### src/rtl/fetch_unit_pkg.sv
// rtl/fetch_unit_pkg.sv - shared constants and fetch-entry type for the fetch stage
// Purpose: default widths/sizes used by the fetch unit, its interface and its bench,
//          plus the entry record handed from fetch to decode.
// Ports:   none (package).
package fetch_unit_pkg;

   localparam int XLEN       = 64;
   localparam int ILEN       = 32;
   localparam int IMEM_DEPTH = 1024;
   localparam logic [XLEN-1:0] RESET_PC = '0;

   // One decoded-side record: the PC, the fetched word (0 on a fault) and the fault tag.
   typedef struct packed {
      logic [XLEN-1:0] pc;
      logic [ILEN-1:0] instr;
      logic            inv_addr;
   } fetch_entry_t;

endpackage

### src/rtl/fetch_unit_if.sv
// rtl/fetch_unit_if.sv - redirect, instruction-memory and decode-side signals of the fetch unit
// Purpose: bundles every non-clock/reset signal of fetch_unit.
// Ports:   master = fetch_unit side (drives imem_req/imem_addr, out_*, halted);
//          slave  = environment side (drives redirect_*, imem_rdata, out_ready).
interface fetch_unit_if #(
   parameter int XLEN = fetch_unit_pkg::XLEN,
   parameter int AW   = 10
);
   import fetch_unit_pkg::*;

   logic            redirect_valid;
   logic [XLEN-1:0] redirect_pc;
   logic            imem_req;
   logic [AW-1:0]   imem_addr;
   logic [ILEN-1:0] imem_rdata;
   logic            out_valid;
   logic            out_ready;
   logic [XLEN-1:0] out_pc;
   logic [ILEN-1:0] out_instr;
   logic            out_inv_addr;
   logic            halted;

   modport master (
      input  redirect_valid, redirect_pc, imem_rdata, out_ready,
      output imem_req, imem_addr, out_valid, out_pc, out_instr, out_inv_addr, halted
   );

   modport slave (
      output redirect_valid, redirect_pc, imem_rdata, out_ready,
      input  imem_req, imem_addr, out_valid, out_pc, out_instr, out_inv_addr, halted
   );

endinterface

### src/rtl/fetch_fifo.sv
// rtl/fetch_fifo.sv - synchronous FIFO buffering fetched entries ahead of decode
// Purpose: DEPTH-entry FIFO with push, pop, flush and occupancy count.
// Ports:   clk, rst_n (async active-low); push/push_data write an entry;
//          pop removes the head (ignored when empty); flush empties the FIFO
//          and overrides push/pop; count = occupancy; head_valid/head_data = head entry.
module fetch_fifo #(
   parameter int DW    = 97,
   parameter int DEPTH = 2
) (
   input  logic                       clk,
   input  logic                       rst_n,
   input  logic                       push,
   input  logic [DW-1:0]              push_data,
   input  logic                       pop,
   input  logic                       flush,
   output logic [$clog2(DEPTH):0]     count,
   output logic                       head_valid,
   output logic [DW-1:0]              head_data
);
   import fetch_unit_pkg::*;

   localparam int PW = $clog2(DEPTH);
   localparam int CW = PW + 1;

   logic [DW-1:0] mem [DEPTH];
   logic [PW-1:0] wr_ptr;
   logic [PW-1:0] rd_ptr;
   logic [CW-1:0] count_q;
   logic          do_pop;

   assign head_valid = (count_q != '0);
   assign do_pop     = pop && head_valid;
   assign head_data  = mem[rd_ptr];
   assign count      = count_q;

   // Pointers wrap naturally because DEPTH is a power of two.
   always_ff @(posedge clk or negedge rst_n) begin
      if (!rst_n) begin
         wr_ptr  <= '0;
         rd_ptr  <= '0;
         count_q <= '0;
         for (int i = 0; i < DEPTH; i++) mem[i] <= '0;
      end else if (flush) begin
         wr_ptr  <= '0;
         rd_ptr  <= '0;
         count_q <= '0;
      end else begin
         if (push) begin
            mem[wr_ptr] <= push_data;
            wr_ptr      <= wr_ptr + 1'b1;
         end
         if (do_pop) rd_ptr <= rd_ptr + 1'b1;
         count_q <= count_q + CW'(push) - CW'(do_pop);
      end
   end

   // The issuing side reserves a slot before it reads memory, so a push never finds the FIFO full.
   a_no_overflow: assert property (@(posedge clk) disable iff (!rst_n)
      !(push && !flush && !do_pop && (count_q == CW'(DEPTH))));

endmodule

### src/rtl/fetch_unit.sv
// rtl/fetch_unit.sv - pipelined instruction fetch stage with fault tagging and redirect
// Purpose: holds the fetch PC, reads one 32-bit word per cycle from a synchronous
//          instruction memory, buffers {pc, instr, fault} in fetch_fifo for decode,
//          halts after issuing an invalid-address entry and resumes on redirect.
// Ports:   clk, rst_n (async active-low);
//          bus.redirect_valid/redirect_pc - load new PC and flush younger work;
//          bus.imem_req/imem_addr/imem_rdata - memory read, data one cycle after req;
//          bus.out_valid/out_ready/out_pc/out_instr/out_inv_addr - decode handshake;
//          bus.halted - fetch stopped on a fault.
module fetch_unit #(
   parameter int              XLEN       = fetch_unit_pkg::XLEN,
   parameter int              IMEM_DEPTH = fetch_unit_pkg::IMEM_DEPTH,
   parameter logic [XLEN-1:0] RESET_PC   = fetch_unit_pkg::RESET_PC,
   parameter int              FIFO_DEPTH = 2
) (
   input  logic         clk,
   input  logic         rst_n,
   fetch_unit_if.master bus
);
   import fetch_unit_pkg::*;

   localparam int AW = $clog2(IMEM_DEPTH);
   localparam int CW = $clog2(FIFO_DEPTH) + 1;
   localparam int EW = XLEN + ILEN + 1;

   localparam logic [0:0] ST_RUN  = 1'b0;
   localparam logic [0:0] ST_HALT = 1'b1;

   logic [0:0]      state;
   logic [XLEN-1:0] fetch_pc;
   logic            s1_valid;
   logic [XLEN-1:0] s1_pc;
   logic            s1_fault;

   logic            bad;
   logic            deq;
   logic [CW:0]     occ;
   logic            issue;
   logic [CW-1:0]   fifo_count;
   logic            head_valid;
   logic [EW-1:0]   push_data;
   logic [EW-1:0]   head_data;

   // IMEM_DEPTH is a power of two, so "word index >= IMEM_DEPTH" is any bit set above the index.
   assign bad = (fetch_pc[1:0] != 2'b00) || (|fetch_pc[XLEN-1:AW+2]);

   assign deq = head_valid & bus.out_ready;

   // Slots that will be taken after this edge: queued entries minus the one leaving,
   // plus the read already in flight. Issue only if one more still fits.
   assign occ   = {1'b0, fifo_count} + (CW+1)'(s1_valid) - (CW+1)'(deq);
   assign issue = (state == ST_RUN) && (occ < (CW+1)'(FIFO_DEPTH)) && !bus.redirect_valid;

   // Gated by rst_n so the strobe stays low while reset is held.
   assign bus.imem_req  = rst_n && issue && !bad;
   assign bus.imem_addr = fetch_pc[2 +: AW];
   assign bus.halted    = (state == ST_HALT);

   always_ff @(posedge clk or negedge rst_n) begin
      if (!rst_n) begin
         state    <= ST_RUN;
         fetch_pc <= RESET_PC;
         s1_valid <= 1'b0;
         s1_pc    <= '0;
         s1_fault <= 1'b0;
      end else if (bus.redirect_valid) begin
         state    <= ST_RUN;
         fetch_pc <= bus.redirect_pc;
         s1_valid <= 1'b0;
      end else if (issue) begin
         s1_valid <= 1'b1;
         s1_pc    <= fetch_pc;
         s1_fault <= bad;
         if (bad) state <= ST_HALT;
         else     fetch_pc <= fetch_pc + XLEN'(4);
      end else begin
         s1_valid <= 1'b0;
      end
   end

   // A fault entry carries no memory data: no read was issued for it.
   assign push_data = {s1_pc, (s1_fault ? ILEN'(0) : bus.imem_rdata), s1_fault};

   fetch_fifo #(
      .DW    (EW),
      .DEPTH (FIFO_DEPTH)
   ) u_fifo (
      .clk        (clk),
      .rst_n      (rst_n),
      .push       (s1_valid),
      .push_data  (push_data),
      .pop        (deq),
      .flush      (bus.redirect_valid),
      .count      (fifo_count),
      .head_valid (head_valid),
      .head_data  (head_data)
   );

   assign bus.out_valid = head_valid;
   assign {bus.out_pc, bus.out_instr, bus.out_inv_addr} = head_data;

endmodule

### src/flat_wrapper.sv
// flat-port wrapper written by rule: the top's interface ports become plain ports
module fetch_unit_flat import fetch_unit_pkg::*;
#(
   parameter int              XLEN       = fetch_unit_pkg::XLEN,
   parameter int              IMEM_DEPTH = fetch_unit_pkg::IMEM_DEPTH,
   parameter logic [XLEN-1:0] RESET_PC   = fetch_unit_pkg::RESET_PC,
   parameter int              FIFO_DEPTH = 2
)
  (clk, rst_n, bus_redirect_valid, bus_redirect_pc, bus_imem_rdata, bus_out_ready, bus_imem_req, bus_imem_addr, bus_out_valid, bus_out_pc, bus_out_instr, bus_out_inv_addr, bus_halted);
  fetch_unit_if #(.XLEN(XLEN), .AW(10)) bus_i ();
  input  logic clk;
  input  logic rst_n;
  input wire logic [$bits(bus_i.redirect_valid)-1:0] bus_redirect_valid;
  input wire logic [$bits(bus_i.redirect_pc)-1:0] bus_redirect_pc;
  input wire logic [$bits(bus_i.imem_rdata)-1:0] bus_imem_rdata;
  input wire logic [$bits(bus_i.out_ready)-1:0] bus_out_ready;
  output wire logic [$bits(bus_i.imem_req)-1:0] bus_imem_req;
  output wire logic [$bits(bus_i.imem_addr)-1:0] bus_imem_addr;
  output wire logic [$bits(bus_i.out_valid)-1:0] bus_out_valid;
  output wire logic [$bits(bus_i.out_pc)-1:0] bus_out_pc;
  output wire logic [$bits(bus_i.out_instr)-1:0] bus_out_instr;
  output wire logic [$bits(bus_i.out_inv_addr)-1:0] bus_out_inv_addr;
  output wire logic [$bits(bus_i.halted)-1:0] bus_halted;
  assign bus_i.redirect_valid = bus_redirect_valid;
  assign bus_i.redirect_pc = bus_redirect_pc;
  assign bus_i.imem_rdata = bus_imem_rdata;
  assign bus_i.out_ready = bus_out_ready;
  assign bus_imem_req = bus_i.imem_req;
  assign bus_imem_addr = bus_i.imem_addr;
  assign bus_out_valid = bus_i.out_valid;
  assign bus_out_pc = bus_i.out_pc;
  assign bus_out_instr = bus_i.out_instr;
  assign bus_out_inv_addr = bus_i.out_inv_addr;
  assign bus_halted = bus_i.halted;
  fetch_unit #(.XLEN(XLEN), .IMEM_DEPTH(IMEM_DEPTH), .RESET_PC(RESET_PC), .FIFO_DEPTH(FIFO_DEPTH)) u_core (.clk(clk), .rst_n(rst_n), .bus(bus_i));
endmodule
### config.mk
export PLATFORM = sky130hd
export DESIGN_NAME = fetch_unit_flat
export DESIGN_NICKNAME = d
export VERILOG_FILES = /design/src/rtl/fetch_unit_pkg.sv /design/src/rtl/fetch_unit_if.sv /design/src/rtl/fetch_fifo.sv /design/src/rtl/fetch_unit.sv /design/src/flat_wrapper.sv
export SDC_FILE = /design/constraint.sdc
export NUM_CORES = 1
export LEC_CHECK = 0
export CAP_MARGIN = 20
export CORE_ASPECT_RATIO = 0.5
export CORE_MARGIN = 2
export CORE_UTILIZATION = 35
export DETAILED_ROUTE_END_ITERATION = 7
export RECOVER_POWER = 100
export SLEW_MARGIN = 20
export SYNTH_ARGS = -nofsm -noshare
export SYNTH_HDL_FRONTEND = slang
export SYNTH_SLANG_ARGS = --single-unit
### constraint.sdc
create_clock -name clk -period 6 [get_ports clk]
set_input_delay 1.2 -clock clk [delete_from_list [all_inputs] [get_ports clk]]
set_output_delay 1.2 -clock clk [all_outputs]
set_load 0.1 [all_outputs]
* Word-level counts from Yosys, hierarchy flattened
Index checks and enable logic that the tools add are counted.
** Operators by class
- $mul :: 0
- Bitwise logic cells :: 5
- Div/mod/pow operators :: 0
- Eq/ne operators :: 1
- Shift-type cells :: 0
- Muxes and demuxes :: 20
- $add $sub $neg :: 7
- Reduce and logical (&&, ||, !) cells :: 20
- Magnitude comparators :: 4
** Operator list (number)
- $mux 97 :: 4
- $bwmux 194 :: 1
- $mux 64 :: 3
- $demux 97 s1 :: 1
- $add 64x3->64 const B :: 1
- $reduce_or 52->1 :: 1
- $mux 32 :: 1
- $reduce_bool 2->1 :: 6
- $mux 1 :: 9
- $reduce_and 2->1 :: 4
- $logic_and 1x1->1 :: 6
- $ge 2x2->1 const B :: 2
- $not 1->2 :: 2
- $add 2x1->3 :: 1
- $lt 3x2->1 const B :: 1
- $sub 3x1->3 :: 1
- $add 1x1->1 const B :: 2
- $add 2x1->2 :: 1
- $logic_not 1->1 :: 2
- $lt 2x1->1 const B :: 1
- $mux 2 :: 1
- $ne 2x2->1 const B :: 1
- $not 1->1 :: 2
- $sub 2x1->2 :: 1
- other kinds (2) :: 2
** Storage, ports and cells
- Memories kept :: 0
- RAM bits :: 0
- Input port bits :: 100
- ROM bits :: 0
- Output and inout bits :: 110
- Bits in latches :: 0
- Bits in registers :: 329

* Depth between registers and ports, before layout
Gate-level depths: netlist (run 1).
- Depth after elaboration :: 8
- Mapped depth :: 13
- Depth with buffers taken out :: 12

* Cells and area by module
Synthesis (run 1) repeated with hierarchy kept, for this count alone.
** Unflattened totals
- Cell total of the unflattened synthesis :: 1084
- Area total of the unflattened synthesis :: 14292.5 µm²
** Modules (own cells, without submodules)
- fetch_fifo :: times used 1, cells each 536, sequential area each 4954.8 µm², area an instance 8540.7 µm²
- fetch_unit :: times used 1, cells each 548, sequential area each 3278.1 µm², area an instance 5751.8 µm²

* Least setup slack after synthesis (run 1)
OpenSTA, ideal clock, no wires.
- Path kind :: input port to output port
- Start point :: in bus_out_ready
- End point :: out bus_imem_req
- Data required time :: 4.800 ns
- Slack :: 0.996 ns
- Cell stages on the path :: 11
- Arrival :: 3.804 ns
- Path through :: and2_1 -> ha_1 -> inv_1 -> ha_1 -> inv_1 -> fa_1 -> nor2b_1 -> nand2_1 -> nor2_1 -> buf_2 -> and3_1
** Between the ends
- Word-level cells in the longest chain between the ends :: 7
** RTL lines
- start: declaration :: RTL line flat_wrapper.sv:16 : input wire logic [$bits(bus_i.out_ready)-1:0] bus_out_ready;
- $and 1x1->1 :: RTL line fetch_unit.sv:47 : assign deq = head_valid & bus.out_ready;
- $sub 3x1->3 :: RTL line fetch_unit.sv:51 : assign occ = {1'b0, fifo_count} + (CW+1)'(s1_valid) - (CW+1)'(deq);
- $lt 3x2->1 :: RTL line fetch_unit.sv:52 : assign issue = (state == ST_RUN) && (occ < (CW+1)'(FIFO_DEPTH)) && !bus.redirect_valid;
- $logic_and 1x1->1 (2 in a row) :: RTL line fetch_unit.sv:52
- $logic_and 1x1->1 (2 in a row) :: RTL line fetch_unit.sv:55 : assign bus.imem_req = rst_n && issue && !bad;
- end: declaration :: RTL line flat_wrapper.sv:17 : output wire logic [$bits(bus_i.imem_req)-1:0] bus_imem_req;
Every way passes these cells.

* Final worst setup path (run 1)
- Start point :: in bus_out_ready
- End point :: reg u_core.fetch_pc[11]
** Between the ends
- Word-level cells in the longest chain between the ends :: 7
** RTL lines
- $and 1x1->1 :: RTL line fetch_unit.sv:47
- $sub 3x1->3 :: RTL line fetch_unit.sv:51
- $lt 3x2->1 :: RTL line fetch_unit.sv:52
- $logic_and 1x1->1 (2 in a row) :: RTL line fetch_unit.sv:52
- $reduce_bool 2->1 (no source line)
- $reduce_and 2->1 (no source line)
- end signal: assignment :: RTL line fetch_unit.sv:68 : fetch_pc <= bus.redirect_pc;
- end signal: assignment :: RTL line fetch_unit.sv:75 : else fetch_pc <= fetch_pc + XLEN'(4);
- end: declaration :: RTL line fetch_unit.sv:30 : logic [XLEN-1:0] fetch_pc;
Every way passes these cells.
A chain may end at the register's enable or synchronous reset.

==> flow_metrics.tcl, run 1 <==
set metrics [dict create \
    reg2reg_slack_ps 1360 \
    initial_core_util_pct 35.8 \
    synthArstFlopShare_pct 100 \
    gp_congestion 0.769 \
    num_vias 9042 \
    path_max_fanout 69 \
    synth_edf_count 0 \
    critPathArrivalTime_ps 5470 \
    hold_ws_ps 467 \
    grt_pass1_vias 10100 \
    crit_type "in -> reg" \
    worstPathRequired_ps 6430 \
    ctsHoldBuffers 0 \
    syn_area_um2 14000 \
    r2r_cells 13 \
    start_kind "primary input" \
    leakagePower_uw 0.00796 \
    ys_seq_area_share_pct 58.7 \
    first_iter_violations 363 \
    clk-insertion-delay-late_ps 530 \
    dieWidth_um 287 \
    clock-sinks 329 \
    fin_crit_ps 5050 \
    final_common_cell "dfrtp_1" \
    setup_tns_ps 0 \
    cts_resized 0 \
    fmax_mhz 198 \
    root_buffer "clkbuf_16" \
    fin_nets 1441 \
    overflow 0 \
    numCtsBuffers 34 \
    multiInputGateArea_um2 5430 \
    min_path_cells 2 \
    hold_path_class "reg -> reg" \
    drt-wirelength-per-cell_um 18.1 \
    io_buffers 209 \
    grt_max_degree 92 \
    synth_cell_type_count 41 \
    fin_crit_sh_pct 84.1 \
    drc_errors 0 \
    fp.coreArea_um2 39200 \
    clk_path_buf_depth 3 \
    n_antenna_cell 0 \
    final.fill_count 3587 \
    hpwl_mm 22.2 \
    routed_wl_mm 34.2 \
    power.density_nw_per_um2 574 \
    path_clk_slew_ps 60 \
    slew_viol_final 272 \
    status "finished, violations left" \
    track_usage_pct 16.8 \
    htreeDepth 2 \
    synth_nets 1259 \
    grt_pass1_wl_mm 56.0 \
    slew_headroom_pct -74.8 \
    timing.rr.start "u_core.u_fifo.count[1]" \
    tightest_slew_ps 2620 \
    hp-start "u_core.u_fifo.mem[161]" \
    io_pins 210 \
    drt_first_pass_iters 4 \
    synthFlopType "dfrtp_1" \
    setup_violations 0 \
    drive_gt1_share_pct 25.9 \
    area_delta_synth_final_pct 26.1 \
    r2r-end "u_core.fetch_pc[11]" \
    rsz0062_at_grt "no" \
    hold_violations 0 \
    final_cell_mix "dfrtp_1 (327), mux2_2 (270), nand2_1 (270), dlygate4sd3_1 (110), clkdlybuf4s50_1 (96)" \
    antenna_found_initial 0 \
    rows 51 \
    syn_inst 1154 \
    critPathCaptureType "flop" \
    die_area_um2 41800 \
    avgViaCountPerCell 4.79 \
    die_height_um 146 \
    finalClockSkew_ps 21.5 \
    cts_tree "yes" \
    cts_setup_buffers 0 \
    yosysWarnings 0 \
    hold_end "u_core.u_fifo.mem[161]" \
    area.sequential_um2 8240 \
    avgSynthCellArea_um2 12.2 \
    maxCapViolCount 5 \
    antenna_left 0 \
    synth_seq_cells 329 \
    violations "max-capacitance violations, max-slew violations" \
    peakVddDrop_mv 0.278 \
]
-- flip-flops by register name, summed over array words and instances, names as in the netlist --
register / flops
u_core.bus.halted: 1
u_core.fetch_pc: 64
u_core.s1_fault: 1
u_core.s1_pc: 64
u_core.s1_valid: 1
u_core.u_fifo.count: 2
u_core.u_fifo.mem: 194
u_core.u_fifo.rd_ptr: 1
u_core.u_fifo.wr_ptr: 1
-- final cells by class --
type                            instances  area share (%)
Multi-Input combinational cell        742            30.7
Clock inverter                         12            1.07
Timing Repair Buffer                  223            12.4
Sequential cell                       329            46.5
Tap cell                              530            3.75
Inverter                                6           0.127
Clock buffer                           45            5.39
-- per-stage QoR --
step                      total power [µW]  setup slack (ps)  cell area, µm²  utilization (%)  instances
final                                10200               955           17700             45.2       1887
after floorplan                       6970               996           14000                -       1154
after CTS                            10400              1180           17700             45.2       1887
after detailed placement              8160              1190           16600             42.3       1830
after global routing                 10700               645           17700             45.2       1887
after global placement                8050              1230           16600             42.3       1830
-- report_power, final --
part | internal (µW) | leakage, µW | switching [µW]
clock network | 1300 | 0.000564 | 886
registers | 2940 | 0.00412 | 473
logic | 1390 | 0.00327 | 3170
total | 5630 | 0.00796 | 4530
-- how the worst max path moves through the flow --
stage	depth (start not counted)	to	slack (ps)	startpoint
final	13	u_core.fetch_pc[11]	950	bus_out_ready
after global routing	6	u_core.u_fifo.mem[148]	650	bus_redirect_valid
after CTS	12	bus_imem_req	1180	bus_out_ready
after detailed placement	12	bus_imem_req	1190	bus_out_ready
after global placement	12	bus_imem_req	1230	bus_out_ready
after floorplan	11	bus_imem_req	1000	bus_out_ready
-- cells by family (layout without fill, tap and decap cells) --
family / after synthesis / after routing / synth area share (%)
AND/OR/NAND/NOR: 368 / 368 / 11.8
multiplexers: 285 / 285 / 22.8
AO/OA/AOI/OAI: 79 / 79 / 3.24
flip-flops: 329 / 329 / 58.7
buffers and inverters: 83 / 286 / 2.68
adder cells (fa/ha/maj): 5 / 5 / 0.499
XOR/XNOR: 5 / 5 / 0.312
-- layer usage --
metal,global-route usage [%],vias to the layer above,wire [µm]
met2,30.7,126,18000
met4,4.61,0,741
met3,2.88,54,973
li1,-,4269,-
met1,20.3,4593,14500
met5,0,-,0
-- worst max-delay path, stage by stage --
cell and delay, ps:
dlygate4sd3_1 530, and2_0 190, ha_1 290, inv_1 50, ha_1 130, inv_1 70, fa_1 480, nor2b_1 160
nand2_1 120, nor2_4 100, clkbuf_2 1480, a311oi_1 290, a211oi_2 290
-- cells in the mapped netlist, types with 9 or more instances --
| library cell | number | area share, % |
|---|---|---|
| nor2b_1 | 10 | 0.45 |
| clkbuf_1 | 41 | 1.1 |
| nand2_1 | 270 | 7.2 |
| buf_4 | 10 | 0.53 |
| mux2_1 | 9 | 0.72 |
| nand2b_1 | 32 | 1.4 |
| mux2_2 | 270 | 22 |
| nor2_1 | 13 | 0.35 |
| dfrtp_1 | 329 | 59 |
| buf_2 | 16 | 0.57 |
| o21ai_0 | 64 | 2.3 |
| nor4_1 | 10 | 0.45 |
| buf_1 | 9 | 0.24 |
(Power assumes the default switching activity.)
==> run 2, diff against run 1 <==
==> constraint.sdc (replaced) <==
create_clock -name clk -period 5 [get_ports clk]
set_input_delay 1 -clock clk [delete_from_list [all_inputs] [get_ports clk]]
set_output_delay 1 -clock clk [all_outputs]
set_load 0.1 [all_outputs]
==> run 2 against run 1 <==
  * The flow still finishes with violations (max-capacitance violations, max-slew violations)
  * Combinational power up 18%
  * Via count increased by 1.9%
  * Global-route usage is essentially flat
  * Register-to-register slack lost 280 ps
  * Design area down 1.3%
  * Die area did not move
  * Setup slack got worse by 530 ps
  * First-iteration DRC count rose by 29%
  * Utilization shrank 0.57 points
  * Hold slack got worse by 49 ps
  * Total power is 18% higher
  * Wire length up 2.7%
  * Critical endpoint is now bus_imem_req
  * Highest routed layer unchanged
==> flow_metrics.tcl, run 2 (same netlist as run 1, synthesis figures left out) <==
set metrics [dict create \
    largest_reg_flops 194 \
    grt_pass1_wl_mm 55.6 \
    violations "max-capacitance violations, max-slew violations" \
    grt_pass1_vias 9873 \
    cts_resized 0 \
    fin_crit_sh_pct 91.6 \
    hpwl_mm 22.2 \
    timing.rr.start "u_core.u_fifo.count[1]" \
    fmax_mhz 218 \
    dp.cells 1829 \
    worstPathRequired_ps 4000 \
    dieWidth_um 287 \
    fp.coreArea_um2 39200 \
    power.density_nw_per_um2 687 \
    critPathArrivalTime_ps 3580 \
    io_pins 210 \
    p_sw_share_pct 45.5 \
    track_usage_pct 16.8 \
    initial_core_util_pct 35.8 \
    r2r_cells 13 \
    path_clk_slew_ps 60 \
    start_kind "primary input" \
    drc_errors 0 \
    tightest_slew_ps 2360 \
    seq_power_share_pct 34.1 \
    fin_crit_ps 4580 \
    hold_violations 0 \
    p_clk_share_pct 21.0 \
    largest-register "u_core.u_fifo.mem" \
    p_int_uw 6540 \
    routed_wl_mm 35.1 \
    hold_ws_ps 418 \
    area.sequential_um2 8240 \
    pre_cts_ws_ps 522 \
    path_max_fanout 3 \
    fin_nets 1440 \
    num_vias 9210 \
    antenna_left 0 \
    rows 51 \
    antenna_found_initial 2 \
    leakagePower_uw 0.00782 \
    slew_headroom_pct -57.1 \
    final_common_cell "dfrtp_1" \
    root_buffer "clkbuf_16" \
    rsz0062_at_grt "no" \
    numCtsBuffers 34 \
    top_regs "u_core.u_fifo.mem (194), u_core.fetch_pc (64), u_core.s1_pc (64)" \
    clk_path_buf_depth 3 \
    cp_slowest_cell "dlygate4sd3_1" \
    place_area_um2 16500 \
    fin_area_um2 17500 \
    area_delta_synth_final_pct 24.5 \
    cts_tree "yes" \
    drive_gt1_share_pct 26.1 \
    multiInputGateArea_um2 5440 \
    final_cell_mix "dfrtp_1 (327), nand2_1 (270), mux2_2 (269), clkdlybuf4s50_1 (96), dlygate4sd3_1 (78)" \
    setup_violations 0 \
    finalClockSkew_ps 17.4 \
    maxCapViolCount 3 \
    drt-wirelength-per-cell_um 18.6 \
    setup_slack_ps 422 \
    setup_tns_ps 0 \
    path_cells "dlygate4sd3_1 -> and2_0 -> ha_1 -> inv_1 -> ha_1 -> inv_1 -> fa_1 -> xnor2_1 -> nand2_1 -> nor2_4 -> and3_1 -> buf_12" \
    cts_setup_buffers 0 \
    peakVddDrop_mv 0.285 \
    htreeDepth 2 \
    critPathCaptureType "output port" \
    first_iter_violations 469 \
    endpoint "bus_imem_req" \
    drt_first_pass_iters 4 \
    io_buffers 209 \
    avgViaCountPerCell 4.87 \
    final_cells 1890 \
    clk-insertion-delay-late_ps 520 \
    p_sw_uw 5460 \
    cp-startpoint "bus_out_ready" \
    ctsHoldBuffers 0 \
    die_area_um2 41800 \
    critical-path-max-stage-delay_ps 530 \
    status "finished, violations left" \
    hold_path_class "in -> async" \
    overflow 0 \
    clock-sinks 329 \
    slew_viol_final 290 \
    grt_max_degree 159 \
    gp_congestion 0.775 \
    pwr-share-comb_pct 44.9 \
    final.fill_count 3637 \
    crit_type "in -> out" \
    reg2reg_slack_ps 1080 \
    die_height_um 146 \
    r2r-end "u_core.fetch_pc[9]" \
]
run 2: changes by cell type in the layout (fill, tap and decap cells not counted), moves of 2 or more:
cell,delta
clkbuf_1,+31
diode_2,+2
bufinv_16,-2
buf_4,+2
dlygate4sd3_1,-32
run 2: cell type report:
| cell class | count | area share, % |
|---|---|---|
| multi-input combinational | 742 | 31.1 |
| tap | 530 | 3.79 |
| inverter | 6 | 0.129 |
| clock inverter | 9 | 0.587 |
| timing repair buffer | 222 | 11.6 |
| clock buffer | 50 | 5.62 |
| sequential | 329 | 47.1 |
| antenna | 2 | 0.0286 |
run 2: worst min-delay path by stage:
| stage | start | endpoint | slack [ps] | depth (start not counted) |
|---|---|---|---|---|
| floorplan | u_core.u_fifo.mem[133] | u_core.u_fifo.mem[133] | 440 | 2 |
| global placement | u_core.u_fifo.mem[171] | u_core.u_fifo.mem[171] | 450 | 2 |
| detailed placement | u_core.u_fifo.mem[130] | u_core.u_fifo.mem[130] | 460 | 2 |
| CTS | rst_n | u_core.u_fifo.mem[77] | 420 | 1 |
| global route | rst_n | u_core.u_fifo.mem[77] | 440 | 1 |
| finish | rst_n | u_core.u_fifo.mem[77] | 420 | 1 |
run 2: worst max-delay path, delay by kind of cell:
| kind | cells | cell delay (ps) |
|---|---|---|
| XOR/XNOR | 1 | 230 |
| buffers and inverters | 4 | 840 |
| AND/OR/NAND/NOR | 4 | 670 |
| adder cells (fa/ha/maj) | 3 | 810 |
run 2: through the flow:
| step | utilization, % | power, µW |
|---|---|---|
| 4_1_cts | 44.9 | 12300 |
| 3_3_place_gp | 42.2 | 9620 |
| 5_1_grt | 44.6 | 12600 |
| 6_report | 44.6 | 12000 |
| 3_5_place_dp | 42.2 | 9760 |
| 2_1_floorplan | - | 8370 |
run 2: power groups by stage:
stage	Combinational (µW)	Clock, µW	Sequential [µW]
after floorplan	4430	0	3940
after global placement	5560	0	4060
after detailed placement	5640	0	4130
after CTS	5660	2600	4080
after global routing	5660	2730	4200
final	5390	2520	4090
run 2: routing by layer:
metal  GRT usage [%]  vias to the layer above  wire (µm)
li1                -                     4273          -
met1            20.8                     4749      14900
met3            2.90                       55       1090
met5               0                        -          0
met2            29.5                      133      18200
met4            5.96                        0        975
==> run 3, diff against run 2 <==
--- a/config.mk
+++ b/config.mk
@@ -6,10 +6,11 @@
 export NUM_CORES = 1
 export LEC_CHECK = 0
 export CAP_MARGIN = 20
-export CORE_ASPECT_RATIO = 0.5
+export CORE_ASPECT_RATIO = 1.1
 export CORE_MARGIN = 2
 export CORE_UTILIZATION = 35
 export DETAILED_ROUTE_END_ITERATION = 7
+export PLACE_DENSITY = 0.58
 export RECOVER_POWER = 100
 export SLEW_MARGIN = 20
 export SYNTH_ARGS = -nofsm -noshare
==> run 3 against run 2 <==
  * The run still ends with max-capacitance violations, max-slew violations left
  * Register-to-register slack improved by 150 ps
  * Final cell count fell by 0.69%
  * Die area fell by 0.23%
  * First-iteration DRC count fell by 25%
  * Total power rose by 2.4%
  * Sequential power barely moved
  * Hold slack got worse by 10 ps
==> flow_metrics.tcl, run 3 (same netlist as run 1, synthesis figures left out) <==
set metrics [dict create \
    hold_path_class "in -> async" \
    top_regs "u_core.u_fifo.mem (194), u_core.fetch_pc (64), u_core.s1_pc (64)" \
    die_area_um2 41700 \
    cts_setup_buffers 0 \
    fin_nets 1447 \
    setup_tns_ps 0 \
    hpwl_mm 21.0 \
    cp_slowest_cell "dfrtp_2" \
    ctsHoldBuffers 0 \
    final_common_cell "dfrtp_1" \
    area_delta_synth_final_pct 26.0 \
    fin_crit_ps 4550 \
    cts_tree "yes" \
    grt_pass1_wl_mm 53.9 \
    path_clk_slew_ps 60 \
    critPathArrivalTime_ps 3550 \
    clk-insertion-delay-late_ps 520 \
    first_iter_violations 352 \
    tightest_slew_ps 3090 \
    clk_path_buf_depth 3 \
    peakVddDrop_mv 0.486 \
    power.density_nw_per_um2 695 \
    num_vias 9157 \
    antenna_found_initial 0 \
    antenna_left 0 \
    io_pins 210 \
    drt_first_pass_iters 4 \
    path_max_fanout 51 \
    leakagePower_uw 0.00804 \
    drt-wirelength-per-cell_um 17.8 \
    overflow 0 \
    cp_top_family "buffers and inverters" \
    rows 76 \
    critPathCaptureType "output port" \
    grt_max_degree 152 \
    power_uw 12300 \
    io_buffers 209 \
    maxCapViolCount 5 \
    reg2reg_slack_ps 1230 \
    status "finished, violations left" \
    start_kind "flop" \
    dieWidth_um 195 \
    root_buffer "clkbuf_16" \
    violations "max-capacitance violations, max-slew violations" \
    htreeDepth 2 \
    drive_gt1_share_pct 28.9 \
    finalClockSkew_ps 17.9 \
    wl_met2_mm 16.2 \
    initial_core_util_pct 35.6 \
    avgViaCountPerCell 4.88 \
    crit_type "reg -> out" \
    numCtsBuffers 38 \
    largest-register "u_core.u_fifo.mem" \
    rsz0062_at_grt "no" \
    place_area_um2 16500 \
    top_layer_used "met4" \
    gp_congestion 0.726 \
    fmax_mhz 220 \
    largest_reg_flops 194 \
    finish.utilization_pct 44.9 \
    routed_wl_mm 33.3 \
    slew_viol_final 395 \
    die_height_um 214 \
    critical-path-max-stage-delay_ps 1260 \
    grt_pass1_vias 9542 \
    drc_errors 0 \
    cp_num_buf_inv 2 \
    worstPathRequired_ps 4000 \
    fp.coreArea_um2 39400 \
    slew_headroom_pct -106 \
    cts_resized 0 \
    final_cell_mix "dfrtp_1 (328), nand2_1 (270), mux2_2 (255), clkdlybuf4s50_1 (96), o21ai_0 (64)" \
    met1_length_mm 15.0 \
    track_usage_pct 16.1 \
    fin_crit_sh_pct 90.9 \
    route.met3.wl_mm 1.63 \
    n_antenna_cell 0 \
    fin_area_um2 17700 \
    path_cells "clkbuf_4 -> mux2_2 -> clkbuf_2" \
    setup_violations 0 \
    hold_violations 0 \
    clock-sinks 329 \
]
[run 3: changes by cell type in the layout (fill, tap and decap cells not counted), moves of 2 or more]
cell | before | now
buf_4 | 9 | 22
bufinv_16 | 2 | 4
clkbuf_1 | 40 | 11
clkbuf_16 | 35 | 39
clkbuf_2 | 4 | 30
clkbuf_8 | 5 | 10
clkinv_2 | 5 | 7
clkinv_4 | 0 | 4
diode_2 | 2 | 0
dlygate4sd3_1 | 78 | 62
mux2_1 | 10 | 24
mux2_2 | 269 | 255
[run 3: final cells by class]
| cell class | instances | area, µm² |
|---|---|---|
| inverters | 6 | 22.5 |
| well taps | 507 | 634 |
| multi-input cells | 742 | 5440 |
| clock buffers | 52 | 1120 |
| repair buffers | 225 | 2030 |
| fillers | 3671 | 21700 |
| clock inverters | 16 | 199 |
| flip-flops and latches | 329 | 8230 |
[run 3: where the power goes]
group	internal [µW]	total [µW]	switching [µW]
Sequential	3530	4090	557
Combinational	1540	5310	3770
Clock	1790	2880	1100
[run 3: metrics by stage]
step	cells	worst slack, ps	hold WS (ps)
2_1_floorplan	1154	305	442
4_1_cts	1877	606	420
3_5_place_dp	1809	616	458
6_report	1877	454	408
3_3_place_gp	1808	619	453
5_1_grt	1877	288	428
[run 3: routing by layer]
layer | global-route usage, % | vias up
li1 | - | 4324
met1 | 21.6 | 4601
met2 | 26.8 | 195
met3 | 3.38 | 37
met4 | 3.99 | 0
met5 | 0 | -
[run 3: path summary, 6_finish.rpt]
kind	from	to	depth (start not counted)
setup / recovery	u_core.u_fifo.rd_ptr	bus_out_pc[38]	3
hold / removal	rst_n	u_core.u_fifo.mem[122]	1
setup reg to reg	u_core.u_fifo.count[1]	u_core.s1_pc[21]	12
hold reg to reg	u_core.u_fifo.mem[186]	u_core.u_fifo.mem[186]	2
max in group asynchronous	rst_n	u_core.u_fifo.mem[5]	2
min in group clk	u_core.u_fifo.mem[186]	u_core.u_fifo.mem[186]	2
